### config.mk
export PLATFORM = sky130hd
export DESIGN_NAME = ram_access_arbiter
export DESIGN_NICKNAME = d
export VERILOG_FILES = /design/src/rtl/ram_access_arbiter.sv
export SDC_FILE = /design/constraint.sdc
export NUM_CORES = 1
export LEC_CHECK = 0
export CORE_ASPECT_RATIO = 2
export CORE_UTILIZATION = 41
export CTS_BUF_LIST = sky130_fd_sc_hd__clkbuf_8
export DETAILED_ROUTE_END_ITERATION = 7
export PLACE_DENSITY = 0.89
export SLEW_MARGIN = 15
export SYNTH_ARGS = -nofsm -noshare
export SYNTH_HDL_FRONTEND = slang
export SYNTH_SLANG_ARGS = --single-unit
### constraint.sdc
create_clock -name clk -period 3 [get_ports clk]
set_input_delay 0.6 -clock clk [delete_from_list [all_inputs] [get_ports clk]]
set_output_delay 0.6 -clock clk [all_outputs]
set_load 0.005 [all_outputs]
### src/rtl/ram_access_arbiter.sv
// rtl/ram_access_arbiter.sv - three-requester round-robin arbiter in front of a single-port command RAM
module ram_access_arbiter #(
  parameter int DATA_WIDTH = 16,
  parameter int ADDR_WIDTH = 8
) (
  input  logic                    clk,
  input  logic                    reset,
  input  logic [2:0]              req_valid,
  input  logic [2:0]              req_we,
  input  logic [3*ADDR_WIDTH-1:0] req_addr,
  input  logic [3*DATA_WIDTH-1:0] req_wdata,
  output logic [2:0]              req_ready,
  output logic [2:0]              rsp_valid,
  output logic [DATA_WIDTH-1:0]   rsp_rdata,
  output logic [DATA_WIDTH-1:0]   ram_opcode,
  output logic [DATA_WIDTH-1:0]   ram_operand,
  output logic [DATA_WIDTH-1:0]   ram_write_data,
  output logic                    ram_read_enable,
  output logic                    ram_write_enable,
  input  logic [DATA_WIDTH-1:0]   ram_read_data,
  output logic                    busy
);

  // RAM command words understood by the memory block
  localparam logic [DATA_WIDTH-1:0] OP_WRITE = DATA_WIDTH'(16'h9100);
  localparam logic [DATA_WIDTH-1:0] OP_READ  = DATA_WIDTH'(16'h4200);

  typedef enum logic [1:0] {
    IDLE   = 2'd0,
    ACCESS = 2'd1,
    RESP   = 2'd2
  } state_t;

  state_t state, state_nxt;

  // Round-robin pointer: index of the requester searched first, 0..2 only
  logic [1:0]            rr_ptr;

  // Command latched from the winner at the IDLE sample
  logic [1:0]            cmd_idx;
  logic                  cmd_we;
  logic [ADDR_WIDTH-1:0] cmd_addr;
  logic [DATA_WIDTH-1:0] cmd_wdata;

  // Arbitration results for the current cycle
  logic                  win_found;
  logic [1:0]            win_idx;
  logic                  win_we;
  logic [ADDR_WIDTH-1:0] win_addr;
  logic [DATA_WIDTH-1:0] win_wdata;
  logic [1:0]            idx0, idx1, idx2;
  logic [3:0]            valid_pad;

  // Wrap-around successor in the 0 -> 1 -> 2 -> 0 ring; an illegal 3 recovers to 0
  function automatic logic [1:0] next_idx(input logic [1:0] i);
    return (i == 2'd2) ? 2'd0 : i + 2'd1;
  endfunction

  function automatic logic [2:0] onehot(input logic [1:0] i);
    return 3'b001 << i;
  endfunction

  // Search order starting at rr_ptr; the first set valid bit in that order wins
  always_comb begin
    valid_pad = {1'b0, req_valid};
    idx0      = rr_ptr;
    idx1      = next_idx(idx0);
    idx2      = next_idx(idx1);
    win_found = 1'b1;
    win_idx   = 2'd0;
    if (valid_pad[idx0]) begin
      win_idx = idx0;
    end else if (valid_pad[idx1]) begin
      win_idx = idx1;
    end else if (valid_pad[idx2]) begin
      win_idx = idx2;
    end else begin
      win_found = 1'b0;
    end
  end

  // Select the winner's command fields out of the packed request buses
  always_comb begin
    win_we    = 1'b0;
    win_addr  = '0;
    win_wdata = '0;
    case (win_idx)
      2'd0: begin
        win_we    = req_we[0];
        win_addr  = req_addr[ADDR_WIDTH-1:0];
        win_wdata = req_wdata[DATA_WIDTH-1:0];
      end
      2'd1: begin
        win_we    = req_we[1];
        win_addr  = req_addr[2*ADDR_WIDTH-1:ADDR_WIDTH];
        win_wdata = req_wdata[2*DATA_WIDTH-1:DATA_WIDTH];
      end
      2'd2: begin
        win_we    = req_we[2];
        win_addr  = req_addr[3*ADDR_WIDTH-1:2*ADDR_WIDTH];
        win_wdata = req_wdata[3*DATA_WIDTH-1:2*DATA_WIDTH];
      end
      default: begin
        win_we    = 1'b0;
        win_addr  = '0;
        win_wdata = '0;
      end
    endcase
  end

  // FSM state register
  always_ff @(posedge clk or negedge reset) begin
    if (!reset) begin
      state <= IDLE;
    end else begin
      state <= state_nxt;
    end
  end

  // FSM next state: every transaction is exactly IDLE -> ACCESS -> RESP -> IDLE
  always_comb begin
    state_nxt = state;
    case (state)
      IDLE:    state_nxt = win_found ? ACCESS : IDLE;
      ACCESS:  state_nxt = RESP;
      RESP:    state_nxt = IDLE;
      default: state_nxt = IDLE;
    endcase
  end

  // FSM outputs: the RAM bus is driven only in ACCESS, all zero otherwise
  always_comb begin
    ram_opcode       = '0;
    ram_operand      = '0;
    ram_write_data   = '0;
    ram_read_enable  = 1'b0;
    ram_write_enable = 1'b0;
    busy             = (state != IDLE);
    if (state == ACCESS) begin
      ram_operand = DATA_WIDTH'(cmd_addr);
      if (cmd_we) begin
        ram_opcode       = OP_WRITE;
        ram_write_data   = cmd_wdata;
        ram_write_enable = 1'b1;
      end else begin
        ram_opcode      = OP_READ;
        ram_read_enable = 1'b1;
      end
    end
  end

  // Latch the winner's command at the IDLE sample; requests seen later are ignored
  always_ff @(posedge clk or negedge reset) begin
    if (!reset) begin
      cmd_idx   <= 2'd0;
      cmd_we    <= 1'b0;
      cmd_addr  <= '0;
      cmd_wdata <= '0;
    end else if (state == IDLE && win_found) begin
      cmd_idx   <= win_idx;
      cmd_we    <= win_we;
      cmd_addr  <= win_addr;
      cmd_wdata <= win_wdata;
    end
  end

  // Advance the round-robin pointer past the winner once its response has gone out
  always_ff @(posedge clk or negedge reset) begin
    if (!reset) begin
      rr_ptr <= 2'd0;
    end else if (state == RESP) begin
      rr_ptr <= next_idx(cmd_idx);
    end
  end

  // Registered handshakes: ready during ACCESS, response and read data during RESP
  always_ff @(posedge clk or negedge reset) begin
    if (!reset) begin
      req_ready <= 3'b000;
      rsp_valid <= 3'b000;
      rsp_rdata <= '0;
    end else begin
      req_ready <= (state == IDLE && win_found) ? onehot(win_idx) : 3'b000;
      rsp_valid <= (state == ACCESS) ? onehot(cmd_idx) : 3'b000;
      if (state == ACCESS) begin
        rsp_rdata <= cmd_we ? '0 : ram_read_data;
      end else begin
        rsp_rdata <= '0;
      end
    end
  end

endmodule

* Yosys cells after proc, flatten, opt, wreduce, memory -nomap -nowiden *
Index checks and enable logic that the tools add are counted.

cells by class
  bitwise logic cells = 0
  multipliers = 0
  muxes and demuxes = 33
  equal/unequal tests = 7
  div/mod/pow operators = 0
  $add $sub $neg = 3
  magnitude comparators = 3
  reductions and logical operators = 4
  shift operators = 2

operators by type and width
  cell                                                        number
  2-to-1 mux 16 bit                                           6
  case mux 16 bit (3 select lines)                            1
  case mux 8 bit (3 select lines)                             1
  2-to-1 mux 2 bit                                            6
  2-to-1 mux 1 bit                                            11
  == test 2 bit, second input constant                        5
  less-than comparator 2 x 3 -> 1 bit, second input constant  3
  2-to-1 mux 8 bit                                            1
  adder 2 x 1 -> 2 bit, second input constant                 3
  binary-select mux 1 bit (select 2 bit)                      3
  2-to-1 mux 3 bit                                            2
  << shifter 1 x 2 -> 3 bit, first input constant             2
  == test 2 x 1 -> 1 bit, second input constant               2
  logical NOT 2 bit                                           2
  case mux 2 bit (2 select lines)                             1
  case mux 1 bit (3 select lines)                             1
  nonzero test 2 bit                                          1
  logical AND 1 bit                                           1

word-level totals
  bits in latches = 0
  flip-flop bits (word level) = 53
  bits of input ports = 96
  bits in read-only memories = 0
  memories = 0
  memory bits (writable) = 0
  logic and storage cells = 61
  output and inout bits = 73

* Longest topological paths before layout *
  depth after elaboration = 11
  depth in mapped cells = 7
  mapped depth without buffers = 5

* Least setup slack after synthesis *
OpenSTA, ideal clock, no wires.

  kind = register to output
  start = reg state[1]
  end = out ram_opcode[12]
  setup slack = 1.165 ns
  arrival time = 1.235 ns
  data required time = 2.400 ns
  stages on the path, launching flop included = 6
  buffers on the path = 2
  cell sequence = dfrtp_1 > nand2b_1 > inv_1 > clkbuf_1 > and2_1 > buf_4

between the ends
  longest elaborated chain between the ends = 2

RTL lines
  what                    RTL line  RTL
  start, declared         34        state_t state, state_nxt;
  start signal, assigned  116       state <= state_nxt;
  == test 2 x 1 -> 1 bit  139       if (state == ACCESS) begin
  2-to-1 mux 16 bit       139
  end, declared           15        output logic [DATA_WIDTH-1:0] ram_opcode,

No other way between the ends.

* Worst setup path after layout *
Same ends and word-level chain as after synthesis.

==> out/results.tsv <==
stage	metric	value	unit
worst_setup_path	path_cells	nand2b_1, inv_1, buf_4, and2_1, clkdlybuf4s50_1	
power_and_ir_drop	cellLeakagePower	1.90	nW
global_routing	grt_util_met3	0.0498	
logic_synthesis	ys_top_cells_by_area	dfrtp_1 (44%), buf_4 (6.7%), nand3_1 (6.7%), and2_1 (5.4%), nor2_1 (4.9%)	
logic_synthesis	synth_cell_type_count	36	
timing	hold_viol_final	0	
timing	clock_skew	0.00735	ns
worst_setup_path	worstPathRequired	2.40	ns
clocking	postCtsSetupBuffers	0	
worst_setup_path	path_class	reg2out	
die	dieArea	7710	µm²
clocking	path_clk_slew	0.10	ns
worst_setup_path	cp_max_fo	25	
timing	setup_violations	0	
worst_setup_path	r2r-end	req_ready[0]$_DFF_PN0_	
layout	drive_above_1_share	0.0651	
clocking	cts_resized	0	
timing	tns	0	ns
global_routing	overflow	0	
logic_synthesis	yosysSeqAreaShare	0.441	
route	dr.first_iter.drc_count	311	
route	dr.pass1.iters	4	
worst_setup_path	path_buf_inv	3	
global_routing	grt-busiest-layer	met2	
worst_setup_path	crit_start	state[1]$_DFF_PN0_	
global_routing	antenna_found_initial	0	
timing	fin_crit	2.60	ns
clocking	clock-sinks	53	
layout	diodes	0	
route	totalWireLength	8.97	mm
power_and_ir_drop	pwr-share-seq	0.344	
power_and_ir_drop	p_int	0.00217	W
die	start_util	0.430	
global_routing	grt_util_met1	0.258	
logic_synthesis	synth.avg_cell_area	9.23	µm²
global_routing	grt_use_total	0.242	
die	die_w	62.6	µm
worst_setup_path	ff2ff_setup_slack	1.07	ns
worst_setup_path	crit_family	buffers and inverters	
die	die_y	123	µm
timing	max_slew.worst_pin.slew	0.845	ns
placed_design	dp_hpwl	6.65	mm
clocking	clockBufferDepth	2	
layout	fillCellCount	578	
power_and_ir_drop	pwr-share-clk	0.147	
logic_synthesis	syn-instance-count	326	
logic_synthesis	yosys_register_bits	53	
power_and_ir_drop	p_switching	0.00124	W
power_and_ir_drop	pwr-share-comb	0.509	
power_and_ir_drop	swShare	0.363	
worst_setup_path	cp-end-kind	output port	
flow_run	max_cap_viol_count	0	
global_routing	grt_pass1_wl	14.4	mm
worst_setup_path	r2r_cells	4	
clocking	htreeDepth	2	
clocking	cts_root_buf	clkbuf_8	
layout	final_nets	556	
timing	whs	0.241	ns
die	placementRows	43	
global_routing	grt_pass1_vias	3019	
timing	final_max_slew_viol_count	0	
route	wire_per_inst	16.3	µm
global_routing	grt_max_degree	43	
logic_synthesis	synthesis.area	3010	µm²
worst_setup_path	worstReg2RegStart	idx0[0]$_DFFE_PN0N_	
worst_setup_path	slowest_delay	0.52	ns
logic_synthesis	synth.top_cell.area_share	0.441	
timing	grt_setup_unrepaired	no	
layout	area_delta_synth_final	49.7	%
run_status	status	finished clean	
clocking	cts_buffers	5	
placed_design	port_buffers	149	
timing	relSlewSlack	0.437	
placed_design	gp_congestion	0.833	
route	via_per_inst	5.31	
timing	fin_crit_sh	0.868	
route	drc	0	
clocking	postCtsHoldBufs	0	
worst_hold_path	min_path_type	in2async	
worst_setup_path	cp.arrival	2.00	ns
logic_synthesis	synth_area_leader_cell	dfrtp_1	
timing	fmax	384	MHz
worst_setup_path	start_kind	flop	
worst_setup_path	worstSetupPathDepth	5	
worst_setup_path	cpMaxStageDelayCell	clkdlybuf4s50_1	
logic_synthesis	yosys_warnings	0	
clocking	clock_latency	0.31	ns
die	ioPinCount	169	
layout	layout_commonest_cell	clkdlybuf4s50_1	
route	antenna_left	0	
die	core_area	6990	µm²
layout	most-common-layout-cells	clkdlybuf4s50_1 (148), dfrtp_1 (53), nand3_1 (40)	
power_and_ir_drop	power_density	756	nW/µm²
clocking	cts_tree	yes	
route	vias	2925	
global_routing	met2_usage	0.440	
power_and_ir_drop	ir_drop	0.000475	V
==> Yosys cell counts (all sizes together) <==
master / number
dfrtp: 53
buf: 40
nand3: 40
nor2: 39
o21ai: 29
and2: 27
and3: 17
a41oi: 15
inv: 14
a311oi: 10
a31oi: 10
clkbuf: 9
nand2: 6
nand2b: 4
nor3b: 2
o31ai: 2
a21bo: 1
a21boi: 1
a21o: 1
a21oi: 1
conb: 1
nand3b: 1
nor2b: 1
nor3: 1
xnor2: 1
==> metal layers <==
layer  vias to the layer above  part of all wire
li1                       1364                 -
met1                      1352              0.34
met2                       180              0.55
met3                        29             0.076
met4                         0             0.037
met5                         -                 0
==> power groups by stage <==
stage / logic (W) / clock network (W) / registers, W
global placement: 0.00170 / 0 / 0.00117
floorplan: 0.00110 / 0 / 0.00112
global route: 0.00191 / 0.000542 / 0.00120
CTS: 0.00175 / 0.000521 / 0.00117
finish: 0.00173 / 0.000501 / 0.00117
detailed placement: 0.00175 / 0 / 0.00118
==> kinds of logic (layout without fill, tap and decap cells) <==
family / after synthesis / in the layout / synth area share
simple gates: 138 / 138 / 0.234
compound gates: 70 / 70 / 0.185
buf+inv: 63 / 180 / 0.136
flops: 53 / 53 / 0.441
other cells: 1 / 19 / 0.00125
xor+xnor: 1 / 1 / 0.00291
==> metrics by stage <==
| stage | area (µm²) | util | setup WS, ns | std cells | power (W) |
|---|---|---|---|---|---|
| after floorplan | 3080 | - | 1.16 | 344 | 0.00222 |
| after global placement | 4390 | 0.628 | 0.536 | 543 | 0.00287 |
| after detailed placement | 4390 | 0.628 | 0.460 | 543 | 0.00293 |
| after CTS | 4510 | 0.644 | 0.367 | 551 | 0.00344 |
| after global routing | 4510 | 0.644 | 0.235 | 551 | 0.00366 |
| final | 4510 | 0.644 | 0.396 | 551 | 0.00341 |
==> sequential cells by signal (all words and copies together), names as in the netlist <==
name / count
cmd_addr: 8
cmd_idx: 2
cmd_wdata: 16
cmd_we: 1
idx0: 2
req_ready: 3
rsp_rdata: 16
rsp_valid: 3
state: 2
==> worst max-delay path by stage <==
| stage | to | slack, ns |
|---|---|---|
| final | ram_opcode[12] | 0.40 |
| after global routing | ram_opcode[12] | 0.23 |
| after CTS | ram_opcode[12] | 0.37 |
| after detailed placement | req_ready[0]$_DFF_PN0_ | 0.46 |
| after global placement | req_ready[0]$_DFF_PN0_ | 0.54 |
| after floorplan | ram_opcode[12] | 1.16 |
==> layout make-up <==
type                       count  area, µm²  share of cell area
timing repair buffer         158       1550               0.345
multi-input combinational    228       1340               0.298
sequential                    53       1330               0.294
tap                           90        113              0.0250
clock buffer                   6       82.6              0.0183
inverter                      14       55.1              0.0122
clock inverter                 2       33.8             0.00750
Power figures use the tool's default switching activity.
